[src/rtl/pipe_queue.sv]
// Elastic pipeline register: DEPTH-entry circular queue with valid/ready on both
// sides plus stage-style flush (squash) and hold (stall) controls.
module pipe_queue #(
    parameter int unsigned WIDTH = 64,
    parameter int unsigned DEPTH = 2,
    localparam int unsigned CW = $clog2(DEPTH + 1)
) (
    input  logic             clk_i,
    input  logic             rst_i,
    input  logic             in_valid_i,
    output logic             in_ready_o,
    input  logic [WIDTH-1:0] in_data_i,
    output logic             out_valid_o,
    input  logic             out_ready_i,
    output logic [WIDTH-1:0] out_data_o,
    input  logic             flush_i,
    input  logic             hold_i,
    output logic [CW-1:0]    count_o
);

    localparam int unsigned   PW   = (DEPTH > 1) ? $clog2(DEPTH) : 1;
    localparam logic [PW-1:0] LAST = PW'(DEPTH - 1);
    localparam logic [CW-1:0] FULL = CW'(DEPTH);

    logic [WIDTH-1:0] mem [DEPTH];
    logic [PW-1:0]    wp;
    logic [PW-1:0]    rp;
    logic [CW-1:0]    cnt;
    logic             push;
    logic             pop;

    // Ready depends only on occupancy and stage controls, never on out_ready_i.
    assign in_ready_o  = (cnt != FULL) && !hold_i && !flush_i;
    assign out_valid_o = (cnt != '0);
    assign push        = in_valid_i && in_ready_o;
    assign pop         = out_valid_o && out_ready_i && !hold_i && !flush_i;
    assign out_data_o  = out_valid_o ? mem[rp] : '0;
    assign count_o     = cnt;

    always_ff @(posedge clk_i or posedge rst_i) begin
        if (rst_i) begin
            wp  <= '0;
            rp  <= '0;
            cnt <= '0;
        end else if (flush_i) begin
            wp  <= '0;
            rp  <= '0;
            cnt <= '0;
        end else begin
            if (push) begin
                wp <= (wp == LAST) ? '0 : wp + 1'b1;
            end
            if (pop) begin
                rp <= (rp == LAST) ? '0 : rp + 1'b1;
            end
            if (push && !pop) begin
                cnt <= cnt + 1'b1;
            end else if (pop && !push) begin
                cnt <= cnt - 1'b1;
            end
        end
    end

    // Payload storage carries no reset; empty slots are masked at the output.
    always_ff @(posedge clk_i) begin
        if (push) begin
            mem[wp] <= in_data_i;
        end
    end

endmodule

[config.mk]
export PLATFORM = sky130hd
export DESIGN_NAME = pipe_queue
export DESIGN_NICKNAME = d
export VERILOG_FILES = /design/src/rtl/pipe_queue.sv
export SDC_FILE = /design/constraint.sdc
export NUM_CORES = 1
export LEC_CHECK = 0
export CAP_MARGIN = 20
export CORE_ASPECT_RATIO = 1.1
export CORE_MARGIN = 2
export CORE_UTILIZATION = 48
export CTS_CLUSTER_SIZE = 14
export DETAILED_ROUTE_END_ITERATION = 10
export HOLD_SLACK_MARGIN = 0.15
export MAX_ROUTING_LAYER = met4
export PLACE_DENSITY_LB_ADDON = 0.08
export SLEW_MARGIN = 10
export SYNTH_ARGS = -nofsm -noshare
export SYNTH_HDL_FRONTEND = slang
export SYNTH_SLANG_ARGS = --single-unit
export TNS_END_PERCENT = 100
[constraint.sdc]
create_clock -name clk_i -period 10.8 [get_ports clk_i]
set_input_delay 1.62 -clock clk_i [delete_from_list [all_inputs] [get_ports clk_i]]
set_output_delay 1.62 -clock clk_i [all_outputs]
set_load 0.005 [all_outputs]
==> flow_summary.ini <==
[critical_path]
reg2reg_slack_ps = 7950
cp_data_required_time_ps = 9180
crit_path_max_fanout = 8
cp.arrival_ps = 2960
reg2reg_depth = 3
path_class = input pin to output port
r2r_end = mem[1][9]
r2r-start = count_o[1]
setup.worst_path.start = flush_i
critPathCaptureType = output port
worstSetupEndpoint = in_ready_o
cp-start-kind = input pin

[clocking]
cts_buffer_depth = 2
ctsHoldBuffers = 0
cts_tree = done
clk_pin_slew_ps = 50
cts_resized = 0
cts_buffers = 17
insertion_delay_ps = 410
cts_root_buf = clkbuf_16
clock-sinks = 132
htreeDepth = 4
cts_setup_buffers = 0

[synth]
async_reset_ff_share_pct = 3.03
synth_top_family_by_area = multiplexers
ys_top_cells_by_count = 128 x edfxtp_1, 66 x nor2_1, 65 x mux2i_1
seq_area_frac_synth_pct = 77.6
yosys_warnings = 0
netlist_instances = 301
yosysTopAreaCellShare_pct = 75.6
ys_top_cells_by_area = edfxtp_1 76%, mux2i_1 13%, nor2_1 4.9%
syn_nets = 371
synth_edf_count = 128
muxShareOfSynthArea_pct = 12.8
synth_top_area_cell = edfxtp_1
ys_ff_latch = 132
synth-simple-area-share_pct = 6.50
avgSynthCellArea_sq_um = 16.9
synth_fa_ha_area_share_pct = 0
yosysMostFrequentCell = edfxtp_1
synth-compound-area-share_pct = 0.862
synth_cell_types = 21
synthXorXnorAreaFrac_pct = 0.172
synth_area_sq_mm = 0.00508
synthFlopType = edfxtp_1

[placed_design]
place_congestion = 0.781
port_buffers = 137
dp_hpwl_mm = 5.72

[global_routing]
grt_pass1_wl_mm = 14.6
grtUsageTotal_pct = 18.1
overflow = 0
grtUsageMet3_pct = 6.91
grt_pass1_vias = 2966
grt_antenna_before_repair = 0
grt.met1_usage_pct = 20.6
grt_use_met2_pct = 29.6
grt_max_degree = 68
busiest_layer = met2

[power_and_ir_drop]
power.leakage_uw = 0.00232
irDropWorstVdd_mv = 0.127
p_sw_share_pct = 19.8
seqPwrFrac_pct = 47.0
p_sw_uw = 244
combPwrFrac_pct = 7.4
powerDensity_mw_per_mm2 = 171
pwr-share-clk_pct = 45.6
p_int_uw = 988

[die]
core-area_sq_mm = 0.0103
die_x_um = 102
chipHeight_um = 112
die_area_sq_mm = 0.0114
initial_core_util_pct = 49.1
ios = 138
core.rowCount = 39

[timing]
drv_slew = 0
period_needed_ps = 4580
fin_tns_setup_ps = 0
clock_skew_ps = 3.58
fmax_ghz = 0.218
fin_crit_sh_pct = 42.4
rsz0062_at_grt = no
max_slew_margin_pct = 27.6
setup_viol = 0
tightest_slew_ps = 1080
finalHoldWorstSlack_ps = 646
hold_viol_final = 0

[min_path]
worstHoldStart = wp
min_path_type = register to register

[run_status]
status = completed

[job]
drv_cap = 0

[route]
wl_mm = 9.66
drt-initial-drc-count = 156
drc_errors = 0
viasPerCell = 4.99
antenna_left = 0
via_count = 3006
wl_per_cell_um = 16.0
dr.pass1.iters = 4

[cells_and_area]
syn2layout_area_growth_pct = 41.8
antenna_cells = 0
drive_gt1_share_pct = 8.91
fin_nets = 517
fillers = 733
==> logic make-up after synthesis <==
family,Yosys count
flip-flops,132
AO/OA/AOI/OAI,8
multiplexers,65
AND/OR/NAND/NOR,78
XOR/XNOR,1
buffers and inverters,17
==> area by class of cell <==
cell class	count	area, sq um	area share, %
clock inverter	15	165	2.29
inverter	2	7.51	0.104
tap	143	179	2.48
timing repair buffer	142	1430	19.8
sequential	132	3950	54.8
multi-input combinational	152	1050	14.6
clock buffer	17	425	5.90
==> layout by cell type, fill, tap and decap left out, drive strengths merged <==
cell type      Yosys  routed
clkdlybuf4s50      0     137
edfxtp           128     128
nor2              66      66
mux2i             65      65
clkbuf             2      17
clkinv             0       7
clkinvlp           0       5
buf               13       5
nand2b             4       4
a21oi              4       4
dfrtp              4       4
or3                3       3
bufinv             0       3
o21ai              3       3
inv                2       2
nor2b              1       1
xnor2              1       1
nor3               1       1
nor4b              1       1
nor4               1       1
nor4bb             1       1
o32ai              1       1
==> power by group through the flow <==
stage	Combinational, uW	Sequential (uW)	Clock [uW]
floorplan	33.4	589	0
global placement	86.9	591	0
global route	98.7	580	598
finish	91.2	579	562
detailed placement	88.8	592	0
CTS	89.4	582	570
==> worst min path at each step <==
stage,end,cells past startpoint
detailed placement,wp,2
floorplan,rp,2
global route,wp,2
CTS,wp,2
finish,wp,2
global placement,wp,2
==> metrics by stage <==
stage	total power (uW)	utilization, %	worst slack, ps	std cells	area, sq um
final	1230	69.6	6220	603	7200
after floorplan	623	-	1660	301	5080
after CTS	1240	69.3	6220	601	7170
after global placement	678	63.6	6230	569	6580
after global routing	1280	69.6	6110	603	7200
after detailed placement	681	63.6	6230	569	6580
==> per-layer routing <==
| metal | vias up | part of all wire, % |
|---|---|---|
| li1 | 1415 | - |
| met1 | 1462 | 40 |
| met2 | 117 | 52 |
| met3 | 12 | 7.1 |
| met4 | 0 | 1.2 |
| met5 | - | 0 |
==> registers in the layout, indices dropped and copies added, names as in the netlist <==
register  count
count_o       2
rp            1
mem         128
wp            1
==> critical path, stage by stage <==
cell	delay [ps]
clkdlybuf4s50_1	560
nor3_1	250
clkdlybuf4s50_1	530
(Power assumes the default switching activity.)
